### src/rtl/rr_grant_pkg.sv
// rtl/rr_grant_pkg.sv - shared types and helpers for the round-robin grant controller
package rr_grant_pkg;

  typedef enum logic [1:0] {
    STATE_IDLE       = 2'd0,
    STATE_REQUESTING = 2'd1,
    STATE_GRANT      = 2'd2,
    STATE_REVOKE     = 2'd3
  } ty_STATE_FSM;

  // One bit of the one-hot decode of a grant index: 1 when bit position pos is the grantee
  function automatic logic onehot_bit(input int unsigned idx, input int unsigned pos);
    return (idx == pos);
  endfunction

endpackage

### src/rtl/rr_pick.sv
// rtl/rr_pick.sv - combinational round-robin picker (rotate, priority-encode, un-rotate)
module rr_pick #(
  parameter int N_CH = 4,
  parameter int IW   = $clog2(N_CH)
) (
  input  logic [N_CH-1:0] i_req,
  input  logic [IW-1:0]   i_ptr,
  output logic            o_found,
  output logic [IW-1:0]   o_idx
);

  logic [N_CH-1:0] rot;
  logic [IW:0]     src;
  logic [IW-1:0]   off;
  logic [IW:0]     sum;

  // Rotate so the pointer lands on bit 0, take the lowest set bit, then map back to a channel
  always_comb begin
    rot = '0;
    src = '0;
    for (int c = 0; c < N_CH; c++) begin
      src = {1'b0, i_ptr} + (IW+1)'(c);
      if (src >= (IW+1)'(N_CH)) src = src - (IW+1)'(N_CH);
      rot[c] = i_req[src[IW-1:0]];
    end
    o_found = |rot;
    off = '0;
    for (int c = N_CH - 1; c >= 0; c--) begin
      if (rot[c]) off = IW'(c);
    end
    sum = {1'b0, i_ptr} + {1'b0, off};
    if (sum >= (IW+1)'(N_CH)) sum = sum - (IW+1)'(N_CH);
    o_idx = sum[IW-1:0];
  end

endmodule

### src/rtl/rr_grant_fsm.sv
// rtl/rr_grant_fsm.sv - multi-channel request/grant/revoke controller with round-robin and hold timeout
module rr_grant_fsm
  import rr_grant_pkg::*;
#(
  parameter int N_CH         = 4,
  parameter int HOLD_CYCLES  = 16,
  parameter int GUARD_CYCLES = 2,
  localparam int IW = $clog2(N_CH),
  localparam int HW = $clog2(HOLD_CYCLES + 1),
  localparam int GW = $clog2(GUARD_CYCLES + 1)
) (
  input  logic            i_ck,
  input  logic            i_srst,
  input  logic [N_CH-1:0] i_req,
  output logic [N_CH-1:0] o_grant,
  output logic [N_CH-1:0] o_revoke,
  output logic [IW-1:0]   o_grantId,
  output logic            o_timeout,
  output logic [1:0]      o_state
);

  ty_STATE_FSM   state_q, state_d;
  logic [IW-1:0] ptr_q, ptr_d;
  logic [IW-1:0] grant_id_q, grant_id_d;
  logic [HW-1:0] hold_q, hold_d;
  logic [GW-1:0] guard_q, guard_d;
  logic          timeout_q, timeout_d;

  logic [N_CH-1:0] gid_oh;
  logic            pick_found;
  logic [IW-1:0]   pick_idx;
  logic [IW:0]     ptr_next;
  logic            req_mine;
  logic            req_others;

  rr_pick #(.N_CH(N_CH), .IW(IW)) u_pick (
    .i_req   (i_req),
    .i_ptr   (ptr_q),
    .o_found (pick_found),
    .o_idx   (pick_idx)
  );

  // Decode the registered grantee index and split requests into "mine" and "competitors"
  always_comb begin
    for (int c = 0; c < N_CH; c++) begin
      gid_oh[c] = onehot_bit(32'(grant_id_q), 32'(c));
    end
    req_mine   = |(i_req & gid_oh);
    req_others = |(i_req & ~gid_oh);
    ptr_next   = {1'b0, pick_idx} + (IW+1)'(1);
    if (ptr_next >= (IW+1)'(N_CH)) ptr_next = '0;
  end

  // State, pointer, counters and timeout flag; reset wins over every transition
  always_ff @(posedge i_ck) begin
    if (i_srst) begin
      state_q    <= STATE_IDLE;
      ptr_q      <= '0;
      grant_id_q <= '0;
      hold_q     <= '0;
      guard_q    <= '0;
      timeout_q  <= 1'b0;
    end else begin
      state_q    <= state_d;
      ptr_q      <= ptr_d;
      grant_id_q <= grant_id_d;
      hold_q     <= hold_d;
      guard_q    <= guard_d;
      timeout_q  <= timeout_d;
    end
  end

  // Next-state logic: release beats timeout, timeout only fires when someone else waits
  always_comb begin
    state_d    = state_q;
    ptr_d      = ptr_q;
    grant_id_d = grant_id_q;
    hold_d     = hold_q;
    guard_d    = guard_q;
    timeout_d  = 1'b0;
    case (state_q)
      STATE_IDLE: begin
        if (|i_req) state_d = STATE_REQUESTING;
      end
      STATE_REQUESTING: begin
        if (pick_found) begin
          grant_id_d = pick_idx;
          ptr_d      = ptr_next[IW-1:0];
          hold_d     = '0;
          state_d    = STATE_GRANT;
        end else begin
          state_d = STATE_IDLE;
        end
      end
      STATE_GRANT: begin
        if (hold_q != HW'(HOLD_CYCLES)) hold_d = hold_q + 1'b1;
        if (!req_mine) begin
          state_d = STATE_REVOKE;
          guard_d = '0;
        end else if (hold_q == HW'(HOLD_CYCLES - 1) && req_others) begin
          state_d   = STATE_REVOKE;
          guard_d   = '0;
          timeout_d = 1'b1;
        end
      end
      STATE_REVOKE: begin
        if (guard_q == GW'(GUARD_CYCLES - 1)) begin
          state_d = STATE_IDLE;
          guard_d = '0;
        end else begin
          guard_d = guard_q + 1'b1;
        end
      end
      default: state_d = STATE_IDLE;
    endcase
  end

  // Outputs decode from registered state and grantee only
  always_comb begin
    o_grant   = (state_q == STATE_GRANT)  ? gid_oh : '0;
    o_revoke  = (state_q == STATE_REVOKE) ? gid_oh : '0;
    o_grantId = grant_id_q;
    o_timeout = timeout_q;
    o_state   = state_q;
  end

endmodule
### config.mk
export PLATFORM = sky130hd
export DESIGN_NAME = rr_grant_fsm
export DESIGN_NICKNAME = d
export VERILOG_FILES = /design/src/rtl/rr_grant_pkg.sv /design/src/rtl/rr_pick.sv /design/src/rtl/rr_grant_fsm.sv
export SDC_FILE = /design/constraint.sdc
export NUM_CORES = 1
export LEC_CHECK = 0
export CAP_MARGIN = 20
export CORE_UTILIZATION = 56
export DETAILED_ROUTE_END_ITERATION = 6
export PLACE_DENSITY = 0.93
export SETUP_SLACK_MARGIN = 0.15
export SYNTH_ARGS = -nofsm -noshare
export SYNTH_HDL_FRONTEND = slang
export SYNTH_SLANG_ARGS = --single-unit
### constraint.sdc
create_clock -name i_ck -period 4.3 [get_ports i_ck]
set_input_delay 0.86 -clock i_ck [delete_from_list [all_inputs] [get_ports i_ck]]
set_output_delay 0.86 -clock i_ck [all_outputs]
set_load 0.005 [all_outputs]
==> results of run 1 <==
[kinds of logic after synthesis]
family | count (synthesis)
buffers and inverters | 21
adder cells (fa/ha/maj) | 4
XOR/XNOR | 6
AO/OA/AOI/OAI | 21
multiplexers | 3
flip-flops | 14
AND/OR/NAND/NOR | 68
[cells in the final DEF, fill, tap and decap left out, types with 2 or more instances in the layout]
cell type / n
a21oi_1: 9
a311oi_1: 2
clkbuf_4: 3
clkdlybuf4s50_1: 18
dfxtp_1: 14
ha_1: 4
inv_1: 8
nand2_1: 10
nand2b_1: 4
nand3_1: 3
nand3b_1: 2
nor2_1: 28
nor3_1: 7
nor4_1: 2
o211ai_1: 2
o21ai_0: 2
xnor2_1: 4
xor2_1: 2
[layer usage]
layer	vias up	part of all wire [%]	track usage [%]
li1	485	-	-
met1	438	38	30.0
met2	46	52	42.3
met3	13	5.6	10.3
met4	0	4.3	14.1
met5	-	0	0
[worst min-delay path, delay by kind of cell (launching register included)]
kind,cells,cell delay [ns]
DFF,1,0.31
AOI/OAI and AO/OA,1,0.05
buffers and inverters,1,0.08
[cell type report]
class | instances | area, sq um | area share [%]
Clock buffer | 4 | 36.3 | 3.00
Inverter | 8 | 30.0 | 2.48
Tap cell | 25 | 31.3 | 2.59
Multi-Input combinational cell | 102 | 651 | 53.8
Timing Repair Buffer | 18 | 180 | 14.9
Sequential cell | 14 | 280 | 23.2
[flip-flops by register name (all words and copies together), names as in the netlist, named ones only]
signal,count
guard_q,2
hold_q,5
o_state,1
o_grantId,2
o_timeout,1
ptr_q,2
[per-stage QoR]
step / worst slack (ns) / utilization (%) / std cells / hold WS [ns] / power, mW
final: 0.998 / 68.5 / 171 / 0.487 / 0.423
after global routing: 0.851 / 68.5 / 171 / 0.520 / 0.453
after CTS: 1.02 / 68.5 / 171 / 0.498 / 0.426
after detailed placement: 0.731 / 66.5 / 167 / 0.486 / 0.324
after global placement: 0.799 / 66.5 / 167 / 0.451 / 0.315
after floorplan: 1.48 / - / 137 / 0.435 / 0.301
[how the worst max path moves through the flow]
stage | from | endpoint | slack, ns | cells past startpoint
floorplan | i_req[2] | ptr_q[1] | 1.48 | 8
global placement | i_req[0] | ptr_q[1] | 0.80 | 11
detailed placement | i_req[1] | ptr_q[1] | 0.73 | 9
CTS | i_req[0] | ptr_q[1] | 1.02 | 11
global route | i_req[0] | ptr_q[1] | 0.85 | 11
finish | i_req[0] | ptr_q[1] | 1.0 | 11
[power breakdown]
group          total, mW  internal [mW]  switching (mW)
Sequential         0.175          0.143          0.0320
Clock             0.0987         0.0518          0.0469
Combinational      0.150         0.0758          0.0739
==> results.yml, run 1 <==
setup_path:
  cp_top_family: "buffers and inverters"
  worstPathCellList: "clkdlybuf4s50_1, inv_1, nand2_1, o22ai_1, o21ai_0, nand3_1, ha_1, xnor2_1, or3_1, a21oi_1, mux2_1"
  r2r-start: "ptr_q[0]"
  worst_ep_required_time_ns: 4.48
  reg2reg_to: "ptr_q[1]"
  cp_slowest_stage_delay_ns: 0.69
  start_kind: "input port"
  slowest_stage: "clkdlybuf4s50_1"
  path_buf_inv: 2
  end_kind: "register"
  crit_path_max_fanout: 9
  path_class: "input port to register"
  r2r_slack_ns: 1.91
  worst_r2r_path_depth: 8
  critPathArrivalTime_ns: 3.49
sta:
  hold_viol_final: 0
  finalSetupViolations: 0
  slew_headroom_pct: 63.1
  grt_setup_unrepaired: "no"
  fin_skew_ns: 0.0119
  min_period_ns: 3.30
  period_share_pct: 76.8
  worst_pin_slew_ns: 0.552
  timing.setup.tns_ns: 0
  clock.fmax_mhz: 303
  finalMaxSlewViolations: 0
routing:
  wl_per_cell_microns: 13.8
  drcViolationCount: 0
  wl_mm: 2.36
  drt_iter0_drc: 44
  ant_nets: 0
  vias: 982
  drt_pass1_iterations: 4
  viasPerCell: 5.74
final_layout:
  nets: 157
  fillers: 164
  drive_above_1_share_pct: 6.16
  antenna-diode-count: 0
  synthToLayoutAreaGrowth_pct: 12.1
  stdcell_area_sq_mm: 0.00121
clock_network:
  htreeDepth: 1
  cts_tree: "done"
  path_clk_slew_ns: 0.09
  post-cts-setup-buffers: 0
  cts_root_buffer: "clkbuf_4"
  numCtsBuffers: 3
  cts.path.max_buffers: 2
  clock_latency_ns: 0.30
  holdBufCountCts: 0
  cts_resized: 0
  clock-sinks: 14
synth:
  synth_compound_area_share_pct: 12.6
  synth_common_cells: "nor2_1, dfxtp_1, nand2_1"
  synthFlopType: "dfxtp_1"
  syn_inst: 137
  synth_mux_area_share_pct: 4.41
  yosysTopAreaCell: "dfxtp_1"
  syn_area_sq_mm: 0.00108
  synth-xor-area-share_pct: 4.87
  synth_edf_count: 0
  ys_ff_latch: 14
  synth_area_leaders: "dfxtp_1, nor2_1, buf_6, ha_1, a21oi_1"
  synth_top_area_share_pct: 26.0
  syn_nets: 147
  ys_async_sr_fraction_pct: 0
  avgSynthCellArea_sq_um: 7.87
  synthAdderAreaFrac_pct: 4.64
  ys_seq_area_share_pct: 26.0
  synth_top_family_by_area: "simple AND/OR/NAND/NOR gates"
  yosysWarnings: 0
  synth_cell_type_count: 41
  synth-simple-area-share_pct: 33.8
  yosysMostFrequentCell: "nor2_1"
grt:
  antenna_found_initial: 0
  gr-total-overflow: 0
  grt_max_degree: 16
  grt_pass1_wl_mm: 3.88
  grt_usage_pct: 26.4
  first_global_vias: 886
worst_hold_path:
  hold_path_startpoint: "guard_q[1]"
  holdPathStages: 2
  hold_class: "register to register"
  holdPathEnd: "guard_q[1]"
placed_design:
  port_buffers: 18
  place_area_sq_mm: 0.00117
  dp_hpwl_mm: 1.73
  gp_congestion: 0.826
power:
  power_density_mw_per_mm2: 350
  peakVddDrop_mv: 0.264
  p_leak_nw: 0.433
job:
  drv_cap: 0
floorplan:
  die_w_microns: 45.9
  start_util_pct: 61.1
  dieArea_sq_mm: 0.00211
  rows: 15
  core-area_sq_mm: 0.00176
  io_pins: 19
  die_h_microns: 45.9
outcome:
  run_status: "completed"
No activity file was read; power rests on OpenSTA's default activity.
==> inputs of run 2 (changes only) <==
- CORE_UTILIZATION: 56 -> 52
- PLACE_DENSITY: 0.93 -> 0.88
- clock period: 4.3 -> 3.04 ns (I/O delays scaled with it)
==> results.yml, run 2 (same netlist as run 1, synthesis figures left out) <==
sta:
  grt_setup_unrepaired: "no"
  worst_pin_slew_ns: 0.543
  hold_viol_final: 0
  finalSetupViolations: 0
  clock.fmax_mhz: 359
  period_share_pct: 91.6
  finalMaxSlewViolations: 0
  slew_headroom_pct: 63.7
  min_period_ns: 2.78
  hold_ws_ns: 0.482
  fin_skew_ns: 0.00541
setup_path:
  crit_path_max_fanout: 4
  critPathArrivalTime_ns: 2.96
  worst_ep_required_time_ns: 3.22
  start_kind: "input port"
  reg2reg_to: "ptr_q[1]"
  r2r-start: "ptr_q[0]"
  end_kind: "register"
  r2r_slack_ns: 0.60
  path_class: "input port to register"
  worst_r2r_path_depth: 7
grt:
  grt_usage_pct: 21.7
  antenna_found_initial: 0
  first_global_vias: 828
  grt_max_degree: 16
  grt_pass1_wl_mm: 3.48
  gr-total-overflow: 0
final_layout:
  antenna-diode-count: 0
  regMostFlops: "hold_q"
  synthToLayoutAreaGrowth_pct: 19.3
  mostFrequentLayoutCell: "nor2_1"
  fillers: 156
  largest_register_ffs: 5
  nets: 167
  layout_common_cells: "nor2_1, clkdlybuf4s50_1, dfxtp_1"
  drive_above_1_share_pct: 12.2
worst_hold_path:
  holdPathEnd: "guard_q[1]"
  hold_path_startpoint: "guard_q[1]"
  hold_class: "register to register"
  holdPathStages: 2
floorplan:
  rows: 16
  start_util_pct: 55.0
  core-area_sq_mm: 0.00196
  die_w_microns: 47.5
  dieArea_sq_mm: 0.00226
  io_pins: 19
  die_h_microns: 47.5
power:
  p_total_mw: 0.607
  peakVddDrop_mv: 0.280
  power_density_mw_per_mm2: 472
  p_leak_nw: 0.482
placed_design:
  port_buffers: 18
  gp_congestion: 0.861
  dp_hpwl_mm: 1.80
job:
  drv_cap: 0
clock_network:
  cts_tree: "done"
  path_clk_slew_ns: 0.08
  clock_latency_ns: 0.29
  numCtsBuffers: 3
  htreeDepth: 1
  holdBufCountCts: 0
  clock-sinks: 14
  cts.path.max_buffers: 2
  cts_root_buffer: "clkbuf_4"
routing:
  wl_mm: 2.39
  vias: 1028
  wl_per_cell_microns: 13.1
  viasPerCell: 5.62
  drt_iter0_drc: 34
  drt_pass1_iterations: 4
  ant_nets: 0
  drcViolationCount: 0
outcome:
  run_status: "completed"
[run 2: cell types whose count changed in the layout (fill, tap and decap cells not counted)]
cell and delta:
buf_4 +10, o21ai_0 -1, o21ai_1 +1
[run 2: worst max-delay path, cell delays in order]
cell             delay, ns
clkdlybuf4s50_1       0.53
buf_4                 0.14
nand3b_1              0.09
nand3_1               0.08
o21ai_1               0.10
nand3_1               0.09
ha_1                  0.32
xnor2_1               0.16
or3_1                 0.33
a21oi_1               0.18
mux2_1                0.33
[run 2: worst max path at each step]
stage             start        to  slack [ns]  depth (start not counted)
4_1_cts        i_req[1]  ptr_q[1]        0.29                         11
6_report       i_req[3]  ptr_q[1]        0.26                         11
2_1_floorplan  i_req[2]  ptr_q[1]        0.47                          8
3_3_place_gp   i_req[2]  ptr_q[1]        0.06                          8
5_1_grt        i_req[3]  ptr_q[1]        0.16                         11
3_5_place_dp   i_req[3]  ptr_q[1]      -0.002                         11
[run 2: metal layers]
layer | vias up | GRT usage, % | routed length [microns]
li1 | 505 | - | -
met1 | 467 | 23.3 | 1020
met2 | 54 | 40.0 | 1200
met3 | 2 | 8.30 | 164
met4 | 0 | 5.00 | 7
met5 | - | 0 | 0
[run 2: per-stage QoR]
stage / TNS (ns) / cells / util, % / worst slack [ns] / area [sq um]
CTS: 0 / 183 / 65.6 / 0.287 / 1290
floorplan: 0 / 137 / - / 0.467 / 1080
detailed placement: -0.00153 / 179 / 63.7 / -0.00153 / 1250
global placement: 0 / 179 / 63.7 / 0.0589 / 1250
finish: 0 / 183 / 65.6 / 0.256 / 1290
global route: 0 / 183 / 65.6 / 0.157 / 1290
[run 2: what timing repair did]
item / 4_1_cts / 5_1_grt
endpoints found under the setup margin: 0 / 1
gates resized for setup: 0 / 1
setup buffers: 0 / 0
[run 2: layout make-up]
| cell class | count | area, sq um | area share (%) |
|---|---|---|---|
| clock buffer | 4 | 36.3 | 2.82 |
| inverter | 8 | 30.0 | 2.33 |
| multi-input combinational | 102 | 651 | 50.6 |
| sequential | 14 | 280 | 21.8 |
| tap | 27 | 33.8 | 2.63 |
| timing repair buffer | 28 | 255 | 19.8 |
[run 2: report_power, final]
group / leakage, nW / internal (mW) / switching [mW]
registers: 0.114 / 0.202 / 0.0465
clock network: 0.0210 / 0.0730 / 0.0609
logic: 0.347 / 0.118 / 0.107
